<file path="src/rtl/alu_arb_pkg.sv">
// Shared opcodes and FSM state encoding for the two-port ALU arbiter.
// No logic, so there is no latency and no backpressure.
// Optional per-requester grant counters are enabled with ALU_ARB_STATS_EN.
package alu_arb_pkg;

  localparam logic [2:0] OP_ADD = 3'b000;
  localparam logic [2:0] OP_SUB = 3'b001;
  localparam logic [2:0] OP_AND = 3'b010;
  localparam logic [2:0] OP_OR  = 3'b011;
  localparam logic [2:0] OP_XOR = 3'b100;
  localparam logic [2:0] OP_NOT = 3'b101;
  localparam logic [2:0] OP_INC = 3'b110;
  localparam logic [2:0] OP_DEC = 3'b111;

  typedef enum logic [1:0] {
    IDLE = 2'd0,
    EXEC = 2'd1,
    RESP = 2'd2
  } state_t;

endpackage

</file>
<file path="src/rtl/alu_core.sv">
// Combinational ALU with add/sub/and/or/xor/not/inc/dec, carry and zero flags.
// Zero latency; it has no handshake and no backpressure.
// Arithmetic ops take cout from the extra top bit, so a borrow reads as cout=1.
module alu_core
  import alu_arb_pkg::*;
#(
  parameter int WIDTH = 4
) (
  input  logic [WIDTH-1:0] a,
  input  logic [WIDTH-1:0] b,
  input  logic [2:0]       sel,
  output logic [WIDTH-1:0] y,
  output logic             cout,
  output logic             zero
);

  localparam logic [WIDTH:0] ONE = {{WIDTH{1'b0}}, 1'b1};

  logic [WIDTH:0] r;

  always_comb begin
    r = '0;
    case (sel)
      OP_ADD:  r = {1'b0, a} + {1'b0, b};
      OP_SUB:  r = {1'b0, a} - {1'b0, b};
      OP_AND:  r = {1'b0, a & b};
      OP_OR:   r = {1'b0, a | b};
      OP_XOR:  r = {1'b0, a ^ b};
      OP_NOT:  r = {1'b0, ~a};
      OP_INC:  r = {1'b0, a} + ONE;
      OP_DEC:  r = {1'b0, a} - ONE;
      default: r = '0;
    endcase
  end

  assign y    = r[WIDTH-1:0];
  assign cout = r[WIDTH];
  assign zero = (r[WIDTH-1:0] == '0);

endmodule

</file>
<file path="src/rtl/alu_rr_arbiter.sv">
// Round-robin arbiter sharing one ALU between two valid/ready requesters; ALU_ARB_STATS_EN adds grant counters.
// Latency: result valid 1 cycle after the acceptance edge; one command in flight, issue interval >= 3 cycles.
// Backpressure: a held result (rsp_ready low) blocks all new grants until it is consumed.
module alu_rr_arbiter
  import alu_arb_pkg::*;
#(
  parameter int WIDTH = 4
) (
  input  logic             clk,
  input  logic             rst_n,
  input  logic             req0_valid,
  output logic             req0_ready,
  input  logic [WIDTH-1:0] req0_a,
  input  logic [WIDTH-1:0] req0_b,
  input  logic [2:0]       req0_sel,
  input  logic             req1_valid,
  output logic             req1_ready,
  input  logic [WIDTH-1:0] req1_a,
  input  logic [WIDTH-1:0] req1_b,
  input  logic [2:0]       req1_sel,
  output logic             rsp_valid,
  input  logic             rsp_ready,
  output logic             rsp_id,
  output logic [WIDTH-1:0] rsp_y,
  output logic             rsp_cout,
  output logic             rsp_zero
`ifdef ALU_ARB_STATS_EN
  ,
  output logic [15:0]      gnt_cnt0,
  output logic [15:0]      gnt_cnt1
`endif
);

  state_t           state, state_nxt;
  logic             last_gnt;
  logic             gnt0, gnt1;
  logic [WIDTH-1:0] op_a, op_b;
  logic [2:0]       op_sel;
  logic             op_id;
  logic [WIDTH-1:0] alu_y;
  logic             alu_cout, alu_zero;

  // rst_n gates the grant so no ready can escape while reset is held.
  always_comb begin
    gnt0 = 1'b0;
    gnt1 = 1'b0;
    if (rst_n && state == IDLE) begin
      if (req0_valid && req1_valid) begin
        gnt0 = last_gnt;
        gnt1 = !last_gnt;
      end else begin
        gnt0 = req0_valid;
        gnt1 = req1_valid;
      end
    end
  end

  assign req0_ready = gnt0;
  assign req1_ready = gnt1;

  always_ff @(posedge clk or negedge rst_n) begin
    if (!rst_n) state <= IDLE;
    else        state <= state_nxt;
  end

  always_comb begin
    state_nxt = state;
    case (state)
      IDLE:    if (gnt0 || gnt1) state_nxt = EXEC;
      EXEC:    state_nxt = RESP;
      RESP:    if (rsp_ready) state_nxt = IDLE;
      default: state_nxt = IDLE;
    endcase
  end

  always_ff @(posedge clk or negedge rst_n) begin
    if (!rst_n) begin
      last_gnt  <= 1'b1;
      op_a      <= '0;
      op_b      <= '0;
      op_sel    <= '0;
      op_id     <= 1'b0;
      rsp_valid <= 1'b0;
      rsp_id    <= 1'b0;
      rsp_y     <= '0;
      rsp_cout  <= 1'b0;
      rsp_zero  <= 1'b0;
    end else begin
      if (gnt0 || gnt1) begin
        op_a     <= gnt1 ? req1_a   : req0_a;
        op_b     <= gnt1 ? req1_b   : req0_b;
        op_sel   <= gnt1 ? req1_sel : req0_sel;
        op_id    <= gnt1;
        last_gnt <= gnt1;
      end
      if (state == EXEC) begin
        rsp_valid <= 1'b1;
        rsp_id    <= op_id;
        rsp_y     <= alu_y;
        rsp_cout  <= alu_cout;
        rsp_zero  <= alu_zero;
      end
      if (state == RESP && rsp_ready) rsp_valid <= 1'b0;
    end
  end

  alu_core #(.WIDTH(WIDTH)) u_alu_core (
    .a    (op_a),
    .b    (op_b),
    .sel  (op_sel),
    .y    (alu_y),
    .cout (alu_cout),
    .zero (alu_zero)
  );

`ifdef ALU_ARB_STATS_EN
  always_ff @(posedge clk or negedge rst_n) begin
    if (!rst_n) begin
      gnt_cnt0 <= '0;
      gnt_cnt1 <= '0;
    end else begin
      if (gnt0 && gnt_cnt0 != 16'hFFFF) gnt_cnt0 <= gnt_cnt0 + 16'd1;
      if (gnt1 && gnt_cnt1 != 16'hFFFF) gnt_cnt1 <= gnt_cnt1 + 16'd1;
    end
  end
`endif

endmodule

</file>
<file path="config.mk">
export PLATFORM = sky130hd
export DESIGN_NAME = alu_rr_arbiter
export DESIGN_NICKNAME = d
export VERILOG_FILES = /design/src/rtl/alu_arb_pkg.sv /design/src/rtl/alu_core.sv /design/src/rtl/alu_rr_arbiter.sv
export SDC_FILE = /design/constraint.sdc
export NUM_CORES = 1
export LEC_CHECK = 0
export ABC_AREA = 1
export BUFFER_PORTS_ARGS = -buffer_cell sky130_fd_sc_hd__buf_2
export CAP_MARGIN = 25
export CELL_PAD_IN_SITES_DETAIL_PLACEMENT = 0
export CELL_PAD_IN_SITES_GLOBAL_PLACEMENT = 1
export CORE_ASPECT_RATIO = 0.6
export CORE_MARGIN = 4
export CORE_UTILIZATION = 43
export CTS_CLUSTER_SIZE = 12
export DETAILED_ROUTE_END_ITERATION = 8
export PLACE_DENSITY_LB_ADDON = 0.2
export SYNTH_ARGS = -nofsm -noshare
export SYNTH_HDL_FRONTEND = slang
export SYNTH_SLANG_ARGS = --single-unit
</file>
<file path="constraint.sdc">
create_clock -name clk -period 4.9 [get_ports clk]
set_input_delay 0.98 -clock clk [delete_from_list [all_inputs] [get_ports clk]]
set_output_delay 0.98 -clock clk [all_outputs]
set_load 0.01 [all_outputs]
</file>
==> metrics.yaml <==
setup_path:
  worstPathRequired_ps: 3920
  crit_path_start_kind: "input port"
  crit-reg2reg-capture: "rsp_cout"
  criticalPathCategory: "input port to primary output"
  cp.buffers_inverters: 4
  ff2ff_setup_slack_ps: 2540
  critical-path-top-delay-family: "buffers and inverters"
  critical_path.max_stage_delay_ps: 440
  cp_slowest_cell: "sky130_fd_sc_hd__buf_2"
  cp_data_arrival_time_ps: 2250
  crit_chain: "buf_2, nand3_2, inv_2, nand2_4, inv_2, buf_2"
  timing.critical_path.fanout_max: 24
  worst_r2r_startpoint: "op_sel[2]"
  startpoint: "rst_n"
  timing.critical_path.to_type: "primary output"
  cell_count_of_the_worst_reg_to_reg_path: 10
synth:
  synthesis.area_um2: 1760
  synth_enable_flop_cells: 0
  ys_ff_latch: 23
  yosysTopAreaCellShare_pct: 31.2
  dominantRegCellSynth: "sky130_fd_sc_hd__dfrtp_1"
  async_set_or_reset_register_ratio_after_synthesis_pct: 100
  synth_top_area_cell: "sky130_fd_sc_hd__dfrtp_1"
  synthTopCellsByCount: "sky130_fd_sc_hd__nand2_1, sky130_fd_sc_hd__nor2_1, sky130_fd_sc_hd__inv_1, sky130_fd_sc_hd__dfrtp_1, sky130_fd_sc_hd__ha_1"
  syn_avg_cell_area_um2: 8.24
  synth.area.top_cells: "sky130_fd_sc_hd__dfrtp_1, sky130_fd_sc_hd__ha_1, sky130_fd_sc_hd__o22ai_2"
  synthDistinctLibCells: 31
  synthesis.yosys.warnings: 0
  postSynthNetCount: 255
  synth-seq-area-share_pct: 32.7
  synthesis.instances: 214
  most_common_cell_in_the_synthesized_netlist: "sky130_fd_sc_hd__nand2_1"
drt:
  dr_wl_met3_um: 174
  vias_per_cell: 4.85
  wl_met2_um: 1340
  met1_wirelength_um: 2290
  top_layer_used: "met4"
  num_vias: 1432
  drt-initial-drc-count: 86
  drt_first_pass_iters: 4
  wl_per_instance_um: 13.0
  finalWirelength_um: 3830
  drc_errors: 0
  final_antenna_net_count: 0
die:
  placement_rows: 17
  die_area_um2: 5230
  core_area_um2: 3810
  die_width_um: 90.7
  floorplan.io_pins: 37
  initial_core_util_pct: 46.3
  fp.dieH_um: 57.6
place:
  gpl.final_weighted_congestion: 0.773
  dpl-instance-area_um2: 1940
  port-buffer-count: 36
  dp_hpwl_um: 3090
min_path:
  hold_path_depth: 2
  hold_path_class: "register to register"
  min_delay_worst_endpoint: "rsp_y[0]"
  holdCritStartpoint: "rsp_y[0]"
status:
  run_status: "finished, final reports clean"
sta:
  ratio_of_final_minimum_period_to_clock_period_pct: 66.0
  worst_pin_slew_ps: 547
  holdWs_ps: 480
  finalCriticalPeriod_ps: 3230
  setup_tns_ps: 0
  finalSetupViolations: 0
  worst_slew_margin_rel_pct: 63.5
  timing_max_transition_violations_final: 0
  grt_setup_unrepaired: "false"
  worst_case_clock_skew_ps: 1.55
  max_freq_ghz: 0.309
  hold_violations: 0
pwr:
  totalPowerFinal_mw: 1.40
  p_sw_share_pct: 49.7
  seq_power_share_pct: 27.7
  cellPowerDensity_nw_per_um2: 703
  clock_power_share_pct: 8.5
  ir_worst_vdd_v: 0.000211
  power.combinational.fraction_pct: 63.8
  power.net_switching_uw: 694
  cellLeakagePower_nw: 1.06
  internal_power_uw: 703
layout:
  layout.area.seq_um2: 577
  post_route_cell_area_um2: 1990
  nNetsFinal: 290
  area_of_combinational_cells_with_multiple_inputs_um2: 993
  syn2layout_area_growth_pct: 12.7
  antenna-diode-count: 0
  layout.core_utilization_pct: 52.2
  drive_above_1_share_pct: 33.5
  num-fill-cells: 367
global_routing:
  grt_pass1_wl_um: 6400
  grt_start_max_net_pins: 25
  track_usage_pct: 15.2
  grt_antenna_before_repair: 0
  grt_pass1_vias: 1288
  grt_overflow_total: 0
clock_network:
  post_cts_resized: 0
  hold_buffers: 0
  worstSkewPairLatency_ps: 260
  cts_sinks: 23
  clk_pin_slew_ps: 80
  clk_root_buffer_cell: "sky130_fd_sc_hd__clkbuf_8"
  cts_inserted_buffers: 3
  cts.path.max_buffers: 2
  post-cts-setup-buffer-count: 0
  ctsHtreeMaxLevel: 1
  tritoncts: "done"
run:
  max_cap_viols: 0
==> worst reg2reg max path: cells and delay by family, from the launching register on <==
family	cells	cell delay [ps]
compound gates	4	630
flops	1	550
simple gates	4	540
fa+ha+maj	1	450
buf+inv	1	80
==> metrics by stage <==
step	cells	setup WS [ps]
detailed placement	291	1620
CTS	295	1620
global route	295	1500
floorplan	214	2380
global placement	291	1660
finish	295	1670
==> worst max-delay path by stage <==
stage | to | slack (ps) | cells past startpoint
floorplan | req1_ready | 2380 | 5
global placement | req1_ready | 1660 | 6
detailed placement | req1_ready | 1620 | 6
CTS | req1_ready | 1620 | 6
global route | req1_ready | 1500 | 6
finish | req1_ready | 1670 | 6
==> power groups by stage <==
| stage | Sequential [mW] | Clock, mW | Combinational [mW] |
|---|---|---|---|
| after floorplan | 0.362 | 0 | 0.734 |
| final | 0.387 | 0.119 | 0.891 |
| after global placement | 0.388 | 0 | 0.893 |
| after global routing | 0.405 | 0.130 | 1.01 |
| after detailed placement | 0.391 | 0 | 0.887 |
| after CTS | 0.387 | 0.122 | 0.895 |
==> placed cells by master (no fill, tap or decap), types with 3 or more instances in the layout <==
| master | instances |
|---|---|
| sky130_fd_sc_hd__o21ai_0 | 12 |
| sky130_fd_sc_hd__buf_2 | 36 |
| sky130_fd_sc_hd__nand4_1 | 5 |
| sky130_fd_sc_hd__nor2_1 | 28 |
| sky130_fd_sc_hd__nand3_1 | 11 |
| sky130_fd_sc_hd__o22ai_2 | 11 |
| sky130_fd_sc_hd__ha_1 | 13 |
| sky130_fd_sc_hd__inv_2 | 6 |
| sky130_fd_sc_hd__nand2_1 | 33 |
| sky130_fd_sc_hd__a21oi_1 | 4 |
| sky130_fd_sc_hd__inv_1 | 26 |
| sky130_fd_sc_hd__nand2_4 | 4 |
| sky130_fd_sc_hd__o21ai_2 | 10 |
| sky130_fd_sc_hd__dfrtp_1 | 22 |
| sky130_fd_sc_hd__nor2_2 | 3 |
| sky130_fd_sc_hd__clkbuf_8 | 3 |
==> sequential cells by signal (all words and copies together) (netlist names) <==
register / count
last_gnt: 1
op_a: 4
op_b: 4
op_id: 1
op_sel: 3
rsp_cout: 1
rsp_id: 1
rsp_valid: 1
rsp_y: 4
rsp_zero: 1
state: 2
==> cell type report <==
| cell class | count | area share [%] |
|---|---|---|
| well taps | 47 | 2.96 |
| flip-flops and latches | 23 | 29.0 |
| clock buffers | 3 | 2.08 |
| clock inverters | 1 | 0.252 |
| multi-input cells | 151 | 50.0 |
| repair buffers | 36 | 9.06 |
| inverters | 34 | 6.67 |
==> routing by layer <==
layer	GRT usage (%)	vias to the layer above
met5	0	-
met2	20.2	39
li1	-	770
met1	24.9	621
met3	2.46	2
met4	3.27	0
==> kinds of logic (layout without fill, tap and decap cells) <==
| kind of cell | count (synthesis) | in the layout | synth area share, % |
|---|---|---|---|
| simple gates | 93 | 93 | 26.0 |
| fa+ha+maj | 14 | 14 | 10.4 |
| xor+xnor | 1 | 1 | 0.497 |
| flops | 23 | 23 | 32.7 |
| compound gates | 43 | 43 | 19.4 |
| buf+inv | 40 | 74 | 11.0 |
Power figures use the tool's default switching activity.
